===== config.mk =====
export PLATFORM = sky130hd
export DESIGN_NAME = pe_column_ctrl_flat
export DESIGN_NICKNAME = d
export VERILOG_FILES = /design/src/rtl/pe_column_ctrl_if.sv /design/src/rtl/pe_column_ctrl.sv /design/src/flat_wrapper.sv
export SDC_FILE = /design/constraint.sdc
export NUM_CORES = 1
export LEC_CHECK = 0
export ABC_AREA = 1
export BUFFER_PORTS_ARGS = -buffer_cell sky130_fd_sc_hd__buf_4
export CORE_MARGIN = 5
export CORE_UTILIZATION = 30
export CTS_CLUSTER_SIZE = 25
export DETAILED_ROUTE_END_ITERATION = 10
export SYNTH_ARGS = -nofsm -noshare
export SYNTH_HDL_FRONTEND = slang
export SYNTH_SLANG_ARGS = --single-unit

===== constraint.sdc =====
create_clock -name clk_in -period 6.6 [get_ports clk_in]
set_input_delay 1.32 -clock clk_in [delete_from_list [all_inputs] [get_ports clk_in]]
set_output_delay 1.32 -clock clk_in [all_outputs]
set_load 0.05 [all_outputs]

===== src/rtl/pe_column_ctrl_if.sv =====
// Handshake and buffer bus between the PE column sequencer and its
// surroundings: job control, buffer read strobes, per-PE accumulator
// strobes and the result handshake to the output collector.
interface pe_column_ctrl_if #(
  parameter int O_CH   = 64,
  parameter int CNT_W  = 8,
  parameter int TILE_W = 8
);

  logic              start_in;
  logic [CNT_W-1:0]  k_len_in;
  logic [TILE_W-1:0] tiles_in;
  logic              act_tile_rdy_in;
  logic              out_ack_in;

  logic              busy_out;
  logic              done_out;
  logic              act_rd_en_out;
  logic [CNT_W-1:0]  act_rd_addr_out;
  logic              act_gate_out;
  logic              w_rd_en_out;
  logic [CNT_W-1:0]  w_rd_addr_out;
  logic [O_CH-1:0]   acc_en_out;
  logic [O_CH-1:0]   acc_clr_out;
  logic              out_valid_out;
  logic [TILE_W-1:0] tile_idx_out;

  // Side that requests jobs, supplies tiles and collects results
  modport master (
    output start_in, k_len_in, tiles_in, act_tile_rdy_in, out_ack_in,
    input  busy_out, done_out, act_rd_en_out, act_rd_addr_out, act_gate_out,
           w_rd_en_out, w_rd_addr_out, acc_en_out, acc_clr_out,
           out_valid_out, tile_idx_out
  );

  // Sequencer side
  modport slave (
    input  start_in, k_len_in, tiles_in, act_tile_rdy_in, out_ack_in,
    output busy_out, done_out, act_rd_en_out, act_rd_addr_out, act_gate_out,
           w_rd_en_out, w_rd_addr_out, acc_en_out, acc_clr_out,
           out_valid_out, tile_idx_out
  );

endinterface


===== src/rtl/pe_column_ctrl.sv =====
// Sequencer for one systolic PE column. Per tile it issues K back-to-back
// activation/weight reads, skews accumulate-enable and clear strobes down
// the column to follow the activation ripple, drains the chain and then
// presents the tile results to the collector until acknowledged.
module pe_column_ctrl #(
  parameter int O_CH   = 64,
  parameter int RD_LAT = 1,
  parameter int CNT_W  = 8,
  parameter int TILE_W = 8
) (
  input  logic clk_in,
  input  logic rst_in,
  pe_column_ctrl_if.slave bus
);

  // The skew chain must cover buffer latency plus the ripple to the last PE
  localparam int DEPTH = RD_LAT + O_CH - 1;
  localparam int DW    = $clog2(DEPTH + 1);

  typedef enum logic [2:0] {
    IDLE,
    WAIT_ACT,
    STREAM,
    DRAIN,
    RESULT
  } state_t;

  state_t            state_q;
  logic [CNT_W-1:0]  kLen_q;
  logic [TILE_W-1:0] tiles_q;
  logic [CNT_W-1:0]  step_q;
  logic [DW-1:0]     drainCnt_q;
  logic [TILE_W-1:0] tile_q;
  logic              rdEn_q;
  logic              firstStep_q;
  logic              busy_q;
  logic              done_q;
  logic              valid_q;
  logic [DEPTH-1:0]  enSr_q;
  logic [DEPTH-1:0]  clrSr_q;

  logic [CNT_W-1:0]  kEff_d;
  logic [CNT_W-1:0]  kLast_d;
  logic [TILE_W-1:0] tileLast_d;

  // A zero step count would issue nothing, so it runs as a single step
  always_comb begin
    kEff_d     = (bus.k_len_in == '0) ? CNT_W'(1) : bus.k_len_in;
    kLast_d    = kLen_q - 1'b1;
    tileLast_d = tiles_q - 1'b1;
  end

  // Job/tile sequencing with all control outputs registered
  always_ff @(posedge clk_in or negedge rst_in) begin
    if (!rst_in) begin
      state_q     <= IDLE;
      kLen_q      <= '0;
      tiles_q     <= '0;
      step_q      <= '0;
      drainCnt_q  <= '0;
      tile_q      <= '0;
      rdEn_q      <= 1'b0;
      firstStep_q <= 1'b0;
      busy_q      <= 1'b0;
      done_q      <= 1'b0;
      valid_q     <= 1'b0;
    end else begin
      done_q <= 1'b0;
      case (state_q)
        IDLE: begin
          if (bus.start_in) begin
            kLen_q  <= kEff_d;
            tiles_q <= bus.tiles_in;
            tile_q  <= '0;
            if (bus.tiles_in == '0) begin
              done_q <= 1'b1;
            end else begin
              busy_q  <= 1'b1;
              state_q <= WAIT_ACT;
            end
          end
        end
        WAIT_ACT: begin
          if (bus.act_tile_rdy_in) begin
            rdEn_q      <= 1'b1;
            firstStep_q <= 1'b1;
            step_q      <= '0;
            state_q     <= STREAM;
          end
        end
        STREAM: begin
          firstStep_q <= 1'b0;
          if (step_q == kLast_d) begin
            rdEn_q     <= 1'b0;
            step_q     <= '0;
            drainCnt_q <= '0;
            state_q    <= DRAIN;
          end else begin
            step_q <= step_q + 1'b1;
          end
        end
        DRAIN: begin
          if (drainCnt_q == DW'(DEPTH - 1)) begin
            drainCnt_q <= '0;
            valid_q    <= 1'b1;
            state_q    <= RESULT;
          end else begin
            drainCnt_q <= drainCnt_q + 1'b1;
          end
        end
        RESULT: begin
          if (bus.out_ack_in) begin
            valid_q <= 1'b0;
            if (tile_q < tileLast_d) begin
              tile_q  <= tile_q + 1'b1;
              state_q <= WAIT_ACT;
            end else begin
              done_q  <= 1'b1;
              busy_q  <= 1'b0;
              state_q <= IDLE;
            end
          end
        end
        default: begin
          rdEn_q  <= 1'b0;
          busy_q  <= 1'b0;
          valid_q <= 1'b0;
          state_q <= IDLE;
        end
      endcase
    end
  end

  // Skew chain: element i carries the (en, clr) pair issued i+1 cycles ago
  always_ff @(posedge clk_in or negedge rst_in) begin
    if (!rst_in) begin
      enSr_q  <= '0;
      clrSr_q <= '0;
    end else begin
      enSr_q[0]  <= rdEn_q;
      clrSr_q[0] <= rdEn_q & firstStep_q;
      for (int i = 1; i < DEPTH; i++) begin
        enSr_q[i]  <= enSr_q[i-1];
        clrSr_q[i] <= clrSr_q[i-1];
      end
    end
  end

  assign bus.busy_out        = busy_q;
  assign bus.done_out        = done_q;
  assign bus.act_rd_en_out   = rdEn_q;
  assign bus.w_rd_en_out     = rdEn_q;
  assign bus.act_rd_addr_out = step_q;
  assign bus.w_rd_addr_out   = step_q;
  assign bus.act_gate_out    = enSr_q[RD_LAT-1];
  assign bus.acc_en_out      = enSr_q[DEPTH-1:RD_LAT-1];
  assign bus.acc_clr_out     = clrSr_q[DEPTH-1:RD_LAT-1];
  assign bus.out_valid_out   = valid_q;
  assign bus.tile_idx_out    = tile_q;

endmodule


===== src/flat_wrapper.sv =====
// flat-port wrapper written by rule: the top's interface ports become plain ports
module pe_column_ctrl_flat 
#(
  parameter int O_CH   = 64,
  parameter int RD_LAT = 1,
  parameter int CNT_W  = 8,
  parameter int TILE_W = 8
)
  (clk_in, rst_in, bus_start_in, bus_k_len_in, bus_tiles_in, bus_act_tile_rdy_in, bus_out_ack_in, bus_busy_out, bus_done_out, bus_act_rd_en_out, bus_act_rd_addr_out, bus_act_gate_out, bus_w_rd_en_out, bus_w_rd_addr_out, bus_acc_en_out, bus_acc_clr_out, bus_out_valid_out, bus_tile_idx_out);
  pe_column_ctrl_if #(.O_CH(O_CH), .CNT_W(CNT_W), .TILE_W(TILE_W)) bus_i ();
  input  logic clk_in;
  input  logic rst_in;
  input wire logic [$bits(bus_i.start_in)-1:0] bus_start_in;
  input wire logic [$bits(bus_i.k_len_in)-1:0] bus_k_len_in;
  input wire logic [$bits(bus_i.tiles_in)-1:0] bus_tiles_in;
  input wire logic [$bits(bus_i.act_tile_rdy_in)-1:0] bus_act_tile_rdy_in;
  input wire logic [$bits(bus_i.out_ack_in)-1:0] bus_out_ack_in;
  output wire logic [$bits(bus_i.busy_out)-1:0] bus_busy_out;
  output wire logic [$bits(bus_i.done_out)-1:0] bus_done_out;
  output wire logic [$bits(bus_i.act_rd_en_out)-1:0] bus_act_rd_en_out;
  output wire logic [$bits(bus_i.act_rd_addr_out)-1:0] bus_act_rd_addr_out;
  output wire logic [$bits(bus_i.act_gate_out)-1:0] bus_act_gate_out;
  output wire logic [$bits(bus_i.w_rd_en_out)-1:0] bus_w_rd_en_out;
  output wire logic [$bits(bus_i.w_rd_addr_out)-1:0] bus_w_rd_addr_out;
  output wire logic [$bits(bus_i.acc_en_out)-1:0] bus_acc_en_out;
  output wire logic [$bits(bus_i.acc_clr_out)-1:0] bus_acc_clr_out;
  output wire logic [$bits(bus_i.out_valid_out)-1:0] bus_out_valid_out;
  output wire logic [$bits(bus_i.tile_idx_out)-1:0] bus_tile_idx_out;
  assign bus_i.start_in = bus_start_in;
  assign bus_i.k_len_in = bus_k_len_in;
  assign bus_i.tiles_in = bus_tiles_in;
  assign bus_i.act_tile_rdy_in = bus_act_tile_rdy_in;
  assign bus_i.out_ack_in = bus_out_ack_in;
  assign bus_busy_out = bus_i.busy_out;
  assign bus_done_out = bus_i.done_out;
  assign bus_act_rd_en_out = bus_i.act_rd_en_out;
  assign bus_act_rd_addr_out = bus_i.act_rd_addr_out;
  assign bus_act_gate_out = bus_i.act_gate_out;
  assign bus_w_rd_en_out = bus_i.w_rd_en_out;
  assign bus_w_rd_addr_out = bus_i.w_rd_addr_out;
  assign bus_acc_en_out = bus_i.acc_en_out;
  assign bus_acc_clr_out = bus_i.acc_clr_out;
  assign bus_out_valid_out = bus_i.out_valid_out;
  assign bus_tile_idx_out = bus_i.tile_idx_out;
  pe_column_ctrl #(.O_CH(O_CH), .RD_LAT(RD_LAT), .CNT_W(CNT_W), .TILE_W(TILE_W)) u_core (.clk_in(clk_in), .rst_in(rst_in), .bus(bus_i));
endmodule

After elaboration in Yosys (flattened, before gate mapping)

Index checks and enable logic that the tools add are counted.

Flip-flop bits (word level): 175
Memory bits (writable): 0
Word-level logic and storage cells: 90
Latch bits: 0
Bits in read-only memories: 0
Input bits: 21
Memories: 0

Add/sub/neg operators: 5
$lt $le $gt $ge: 1
Divide/modulo/power cells: 0
Bitwise gates (word level): 4
$mul: 0
Mux-type cells: 36
Shift-type cells: 0
Eq/ne operators: 14
Reductions and logical operators: 17

Operators with widths:

| kind                                                   | number |
|---|---|
| 2-to-1 mux 8 bit                                       | 6 |
| one-hot mux 8 bit (2 select lines)                     | 2 |
| 2-to-1 mux 3 bit                                       | 6 |
| adder 8 x 1 -> 8 bit (second input constant)           | 2 |
| zero test 8 bit                                        | 2 |
| subtractor 8 x 1 -> 8 bit (second input constant)      | 2 |
| one-hot mux 3 bit (5 select lines)                     | 1 |
| 2-to-1 mux 7 bit                                       | 2 |
| one-hot mux 7 bit (2 select lines)                     | 1 |
| 2-to-1 mux 1 bit                                       | 13 |
| inequality test 2 bit (second input constant)          | 5 |
| one-hot mux 1 bit (3 select lines)                     | 3 |
| OR reduction 3 bit                                     | 3 |
| equality test 8 bit                                    | 1 |
| less-than comparator 8 bit                             | 1 |
| adder 7 x 1 -> 7 bit (second input constant)           | 1 |
| equality test 7 x 6 -> 1 bit (second input constant)   | 1 |
| equality test 3 x 2 -> 1 bit (second input constant)   | 2 |
| inequality test 2 x 1 -> 1 bit (second input constant) | 3 |
| AND reduction 2 bit                                    | 3 |
| AND reduction 3 bit                                    | 2 |
| AND reduction 6 bit                                    | 1 |
| nonzero test 2 bit                                     | 3 |
| AND reduction 5 bit                                    | 1 |
| other kinds (7)                                        | 10 |

Depth between registers and ports, before layout

Gate-level depths: netlist (run 1).

Word-level depth: 5
Mapped depth: 15
Mapped depth without buffers: 14

Least setup slack after synthesis (run 1)

Ideal clock, no wire load.

Path kind: reg-to-reg
From: reg u_core.tiles_q[0]
To: reg u_core.tile_q[5] (netlist: u_core.bus.tile_idx_out[5])
Period minus slack after synthesis: 2.437 ns
Stages on the path, launching flop included: 16
Path slack: 4.163 ns
Arrival time: 2.317 ns
Data required time: 6.479 ns
Path buffers: 1
Cells stage by stage: dfrtp_1 inv_1 nand3_1 or3_1 nor3_1 xnor2_1 ha_1 nand2_1 nor2_1 a211oi_2 nand3_1 nand2_1 nand2_4 buf_6 nand2_1 o21ai_2

Cells in the longest elaborated chain, start to end: 4

RTL lines:

| item                                     | line                  | text |
|---|---|---|
| start, declared                          | pe_column_ctrl.sv:30  | `logic [TILE_W-1:0] tiles_q;` |
| start signal, assigned                   | pe_column_ctrl.sv:73  | `tiles_q <= bus.tiles_in;` |
| subtractor 8 x 1 -> 8 bit                | pe_column_ctrl.sv:50  | `tileLast_d = tiles_q - 1'b1;` |
| less-than comparator 8 bit               | pe_column_ctrl.sv:114 | `if (tile_q < tileLast_d) begin` |
| inequality test 2 x 1 -> 1 bit (no line) | n/a                   |  |
| AND reduction 4 bit (no line)            | n/a                   |  |
| end signal, assigned                     | pe_column_ctrl.sv:115 | `tile_q <= tile_q + 1'b1;` |
| end, declared                            | pe_column_ctrl.sv:33  | `logic [TILE_W-1:0] tile_q;` |

No other way between the ends.
A chain may end at the register's enable or synchronous reset.

Final worst setup path (run 1)

From: reg u_core.tiles_q[0]
To: reg u_core.tile_q[7] (netlist: u_core.bus.tile_idx_out[7])

The elaborated chain is that of the path after synthesis.

==> results of run 1 <==
final cells by class:
cell class	instances	area, sq um	area share (%)
clock buffer	18	429.2	5.090
inverter	51	191.4	2.270
clock inverter	14	158.9	1.885
multi-input combinational	278	1588	18.83
timing repair buffer	179	1348	15.98
sequential	175	4379	51.94
tap	270	337.8	4.007
stage by stage:
step / utilization [%] / total power, uW
after floorplan: - / 3116
after global placement: 38.39 / 3733
after detailed placement: 38.39 / 3739
after CTS: 41.27 / 4753
after global routing: 41.27 / 4959
final: 41.27 / 4678
cells by family (layout without fill, tap and decap cells):
group                      count (synthesis)  in the layout  synth area share [%]
and+or+nand+nor                          196            196                 14.88
muxes                                      2              2                0.3590
DFF                                      175            175                 69.82
xor gates and xnor gates                  22             22                 3.072
AOI/OAI and AO/OA                         46             46                 4.608
adders and majority gates                 12             12                 2.394
buffers and inverters                     67            262                 4.867
routing by layer:
metal	wire length, microns	GRT usage [%]	up-vias
met1	6521	16.76	2030
met2	6670	18.86	130
met4	119	3.406	0
li1	-	-	2047
met3	886	3.772	8
met5	0	0	-
power by group:
| group | leakage (uW) | total, uW | internal, uW | switching (uW) |
|---|---|---|---|---|
| clock network | 0.000286 | 984 | 513 | 471 |
| registers | 0.00232 | 1630 | 1380 | 256 |
| logic | 0.00182 | 2060 | 578 | 1480 |
cell usage in the layout, fill, tap and decap left out, types with 3 or more instances in the layout:
master | netlist | layout
clkbuf_16 | 0 | 17
a21oi_1 | 7 | 7
nand3_1 | 32 | 32
inv_6 | 0 | 3
nor3_1 | 6 | 6
nand4_1 | 9 | 9
o22ai_1 | 5 | 5
o21ai_2 | 9 | 9
inv_2 | 5 | 5
nor2_1 | 19 | 19
nor3_2 | 5 | 5
xor2_1 | 13 | 13
o21ai_0 | 19 | 19
ha_1 | 12 | 12
buf_4 | 10 | 178
or2_2 | 4 | 4
nor2_2 | 5 | 5
nand2_2 | 6 | 6
xnor2_1 | 9 | 9
dfrtp_1 | 175 | 175
nand3b_1 | 4 | 4
nand2_1 | 98 | 98
inv_1 | 46 | 46
inv_8 | 0 | 6
critical path: stages, from the launching register on:
cell and delay, ns:
dfrtp_1 0.39, inv_1 0.08, nand3_1 0.10, or3_1 0.35, nor3_1 0.19, xnor2_1 0.17
ha_1 0.28, nand2_1 0.09, nor2_1 0.05, a211oi_2 0.20, nand3_1 0.13, nand2_1 0.12
nand2_4 0.15, nand2_1 0.11, o21ai_2 0.05
worst min path at each step:
stage / to / from
6_report: u_core.bus.acc_en_out[40] / u_core.bus.acc_en_out[39]
2_1_floorplan: u_core.bus.acc_clr_out[0] / u_core.firstStep_q
3_3_place_gp: u_core.bus.acc_en_out[56] / u_core.bus.acc_en_out[55]
4_1_cts: u_core.bus.acc_en_out[40] / u_core.bus.acc_en_out[39]
5_1_grt: u_core.bus.acc_en_out[40] / u_core.bus.acc_en_out[39]
3_5_place_dp: u_core.bus.acc_en_out[3] / u_core.bus.acc_en_out[2]
flip-flops by register name, indices dropped and copies added (netlist names), 3 cells and up:
register                    cells
u_core.bus.acc_clr_out         64
u_core.bus.acc_en_out          64
u_core.bus.act_rd_addr_out      8
u_core.bus.tile_idx_out         8
u_core.drainCnt_q               7
u_core.kLen_q                   8
u_core.state_q                  3
u_core.tiles_q                  8
==> flow_metrics.py, run 1 <==
metrics = {
    "clock_network": {
        "cts_buffer_depth": 2,
        "cts_tree": "built",
        "cts.htree.levels": 4,
        "numCtsBuffers": 17,
        "clkLatencyLatePin_ns": 0.42,
        "cts_sinks": 175,
        "cts_resized": 0,
        "root_buffer": "clkbuf_16",
        "cts_hold_buffers": 0,
        "cts_setup_buffers": 0,
        "path_clk_slew_ns": 0.08,
    },
    "worst_hold_path": {
        "hold_depth": 0,
        "hp-class": "reg2reg",
    },
    "setup_path": {
        "r2r_slack_ns": 4.01,
        "r2r-end": "u_core.bus.tile_idx_out[7]",
        "cp.arrival_ns": 2.91,
        "crit_path_start": "u_core.tiles_q[0]",
        "rr_startpoint": "u_core.tiles_q[0]",
        "required_ns": 6.91,
        "rr_worst_depth": 14,
        "path_max_fanout": 16,
        "critPathCaptureType": "flip-flop",
        "cp-start-kind": "flip-flop",
        "cp-endpoint": "u_core.bus.tile_idx_out[7]",
        "worstSetupPathType": "reg2reg",
    },
    "grt": {
        "grt_pass1_wl_microns": 23420,
        "grt_pass1_vias": 4207,
        "grt_max_degree": 103,
        "grt-ovfl-total": 0,
        "grt_util_all_layers_pct": 12.22,
        "antenna_found_initial": 0,
    },
    "placement": {
        "io_buffers": 178,
        "dpl.cell_count": 953,
        "post-place-ws_ns": 3.568,
        "post-dp-hpwl_microns": 10430,
        "placedInstanceArea_sq_mm": 0.007844,
        "gp_congestion": 0.7465,
    },
    "detailed_routing": {
        "via_per_inst": 4.279,
        "antenna_left": 0,
        "wirelength_microns": 14200,
        "firstDrtPassIters": 4,
        "drt_iter0_markers": 179,
        "vias": 4215,
        "routedWlPerCell_microns": 14.41,
        "drc": 0,
    },
    "timing": {
        "final_hold_viol_count": 0,
        "clock_skew_ns": 0.008878,
        "drv_slew": 0,
        "fin_tns_setup_ns": 0,
        "whs_ns": 0.3680,
        "fin_crit_ns": 2.592,
        "fmax_mhz": 385.7,
        "slew_headroom_pct": 39.06,
        "finalCritPeriodShare_pct": 39.28,
        "setup_viol": 0,
        "rsz0062_at_grt": "no",
        "setup_slack_ns": 4.008,
        "tightest_slew_ns": 0.9141,
    },
    "synthesis": {
        "synth_cell_types": 35,
        "synth_nets": 553,
        "synthFlopType": "dfrtp_1",
        "synth_area_sq_mm": 0.006272,
        "ys_top_cells_by_area": "dfrtp_1 (70%), nand2_1 (5.9%), inv_1 (2.8%), nand3_1 (2.6%), ha_1 (2.4%)",
        "yosysSeqAreaShare_pct": 69.82,
        "synthArstFlopShare_pct": 100.0,
        "ys_warn_count": 0,
        "ys_ff_latch": 175,
        "synth_edf_count": 0,
        "netlist.area_leader.share_pct": 69.82,
        "yosysMostFrequentCell": "dfrtp_1",
        "syn_avg_cell_area_sq_um": 12.06,
        "netlist_top_cells_count": "dfrtp_1 (175), nand2_1 (98), inv_1 (46)",
        "synth_cells": 520,
        "yosysTopAreaCell": "dfrtp_1",
    },
    "finish": {
        "final_layout_size_suffix_gt1_share_pct": 35.24,
        "fin_cells": 985,
        "final_area_sq_mm": 0.008432,
        "antenna_cells": 0,
        "nNetsFinal": 735,
        "area_growth_pct": 34.43,
        "nFillCells": 1944,
    },
    "die": {
        "ioPinCount": 179,
        "start_util_pct": 30.70,
        "die_x_microns": 154.6,
        "die_area_sq_mm": 0.02390,
        "core_area_sq_mm": 0.02043,
        "die_y_microns": 154.6,
        "rows": 52,
    },
    "pwr": {
        "powerDensity_mw_per_mm2": 554.8,
        "ir_worst_vdd_mv": 0.1961,
        "p_leak_uw": 0.004424,
    },
    "run_status": {
        "status": "complete, no violations",
    },
    "flow_run": {
        "cap_violations": 0,
    },
}
(Power assumes the default switching activity.)
==> run 2: changes to the inputs <==
==> constraint.sdc (replaced) <==
create_clock -name clk_in -period 2.6 [get_ports clk_in]
set_input_delay 0.52 -clock clk_in [delete_from_list [all_inputs] [get_ports clk_in]]
set_output_delay 0.52 -clock clk_in [all_outputs]
set_load 0.05 [all_outputs]
==> run 2 against run 1 <==
Count of clock-buffer cells in the layout stayed put. Clock power grew to 2.5 times the previous value. Via count grew 0.93%. Largest cell class unchanged. Largest power group unchanged.
==> flow_metrics.py, run 2 (synthesized netlist as in run 1, its figures left out) <==
metrics = {
    "die": {
        "die_area_sq_mm": 0.02390,
        "die_x_microns": 154.6,
        "start_util_pct": 30.70,
        "ioPinCount": 179,
        "die_y_microns": 154.6,
        "core_area_sq_mm": 0.02043,
        "rows": 52,
    },
    "timing": {
        "finalCritPeriodShare_pct": 94.60,
        "fin_tns_setup_ns": 0,
        "fmax_mhz": 406.6,
        "fin_crit_ns": 2.460,
        "drv_slew": 0,
        "slew_headroom_pct": 60.48,
        "setup_viol": 0,
        "clock_skew_ns": 0.01199,
        "tightest_slew_ns": 0.5927,
        "final_hold_viol_count": 0,
    },
    "detailed_routing": {
        "firstDrtPassIters": 5,
        "drc": 0,
        "antenna_left": 0,
        "wirelength_microns": 14430,
        "drt_iter0_markers": 150,
        "via_per_inst": 4.284,
        "routedWlPerCell_microns": 14.53,
        "vias": 4254,
    },
    "placement": {
        "post-dp-hpwl_microns": 10910,
        "dpl.cell_count": 958,
        "gp_congestion": 0.7803,
        "io_buffers": 178,
    },
    "finish": {
        "layout_commonest_cell": "buf_4",
        "nNetsFinal": 743,
        "layout_common_cells": "buf_4 (182), dfrtp_1 (175), nand2_1 (97)",
        "antenna_cells": 0,
        "final_util_pct": 41.90,
        "final_layout_size_suffix_gt1_share_pct": 36.65,
        "area_growth_pct": 36.47,
        "fin_cells": 993,
    },
    "setup_path": {
        "required_ns": 2.92,
        "rr_worst_depth": 14,
        "worstSetupPathType": "reg2reg",
        "rr_startpoint": "u_core.tiles_q[0]",
        "cp-start-kind": "flip-flop",
        "cp-endpoint": "u_core.bus.tile_idx_out[5]",
        "r2r-end": "u_core.bus.tile_idx_out[5]",
        "critPathCaptureType": "flip-flop",
        "cp.arrival_ns": 2.78,
        "path_max_fanout": 8,
        "crit_path_start": "u_core.tiles_q[0]",
        "r2r_slack_ns": 0.14,
    },
    "clock_network": {
        "cts_buffer_depth": 2,
        "root_buffer": "clkbuf_16",
        "numCtsBuffers": 17,
        "cts_tree": "built",
        "path_clk_slew_ns": 0.08,
        "cts_hold_buffers": 0,
        "cts_sinks": 175,
        "clkLatencyLatePin_ns": 0.42,
        "cts.htree.levels": 4,
    },
    "grt": {
        "grt_max_degree": 64,
        "grt-ovfl-total": 0,
        "grt_pass1_wl_microns": 23110,
        "antenna_found_initial": 0,
        "grt_pass1_vias": 4318,
        "grt_util_all_layers_pct": 12.20,
    },
    "flow_run": {
        "cap_violations": 0,
    },
    "run_status": {
        "status": "complete, no violations",
    },
    "pwr": {
        "p_leak_uw": 0.004480,
        "powerDensity_mw_per_mm2": 1403,
        "power_uw": 12010,
        "ir_worst_vdd_mv": 0.4764,
    },
    "worst_hold_path": {
        "hp-class": "in2async",
    },
}
==> run 2: layout make-up <==
cell class,instances,area (sq um)
Clock buffer,18,429.2
Inverter,51,191.4
Sequential cell,175,4379
Fill cell,1958,11870
Timing Repair Buffer,186,1438
Clock inverter,14,162.7
Multi-Input combinational cell,279,1622
Tap cell,270,337.8
==> run 2: repair_timing <==
item                                    CTS  global route
buffers inserted                          0             2
gates resized for setup                   0             7
endpoints found under the setup margin    0             8
==> run 2: worst min path at each step <==
stage | startpoint | end | slack [ns]
after floorplan | rst_in | u_core.bus.acc_clr_out[0] | 0.22
after global placement | u_core.bus.acc_en_out[55] | u_core.bus.acc_en_out[56] | 0.36
after detailed placement | u_core.bus.acc_clr_out[51] | u_core.bus.acc_clr_out[52] | 0.36
after CTS | rst_in | u_core.bus.acc_en_out[63] | 0.08
after global routing | rst_in | u_core.bus.acc_en_out[63] | 0.11
final | rst_in | u_core.bus.acc_en_out[63] | 0.07
==> run 2: critical path, cell delays in order, from the launching register on <==
cell and delay (ns):
dfrtp_1 0.41, inv_2 0.07, nand3_1 0.11, or3_4 0.37, nor3_4 0.13, xnor2_1 0.13, ha_1 0.27, nand2_1 0.10
nor2_1 0.06, a211oi_2 0.17, nand3_1 0.14, nand2_2 0.15, nand2_4 0.10, nand2_1 0.09, o21ai_2 0.05
==> run 2: metrics by stage <==
stage | hold slack [ns] | area (sq um) | worst slack [ns]
finish | 0.06653 | 8559 | 0.1405
global route | 0.1067 | 8559 | -0.01569
CTS | 0.07728 | 8511 | 0.02429
detailed placement | 0.3598 | 7919 | 0.03229
global placement | 0.3563 | 7919 | 0.1136
floorplan | 0.2244 | 6272 | 0.1626
==> run 2: report_power, final <==
part / internal, uW / switching, uW / total, uW
logic: 1540 / 3840 / 5370
clock network: 1300 / 1190 / 2490
registers: 3500 / 653 / 4150
total: 6330 / 5680 / 12000
==> run 2: routing by layer <==
| metal | GRT usage (%) | vias up | wire length, microns |
|---|---|---|---|
| met4 | 2.902 | 0 | 127 |
| li1 | - | 2064 | - |
| met3 | 4.079 | 9 | 900 |
| met5 | 0 | - | 0 |
| met2 | 19.16 | 133 | 6741 |
| met1 | 16.48 | 2048 | 6657 |
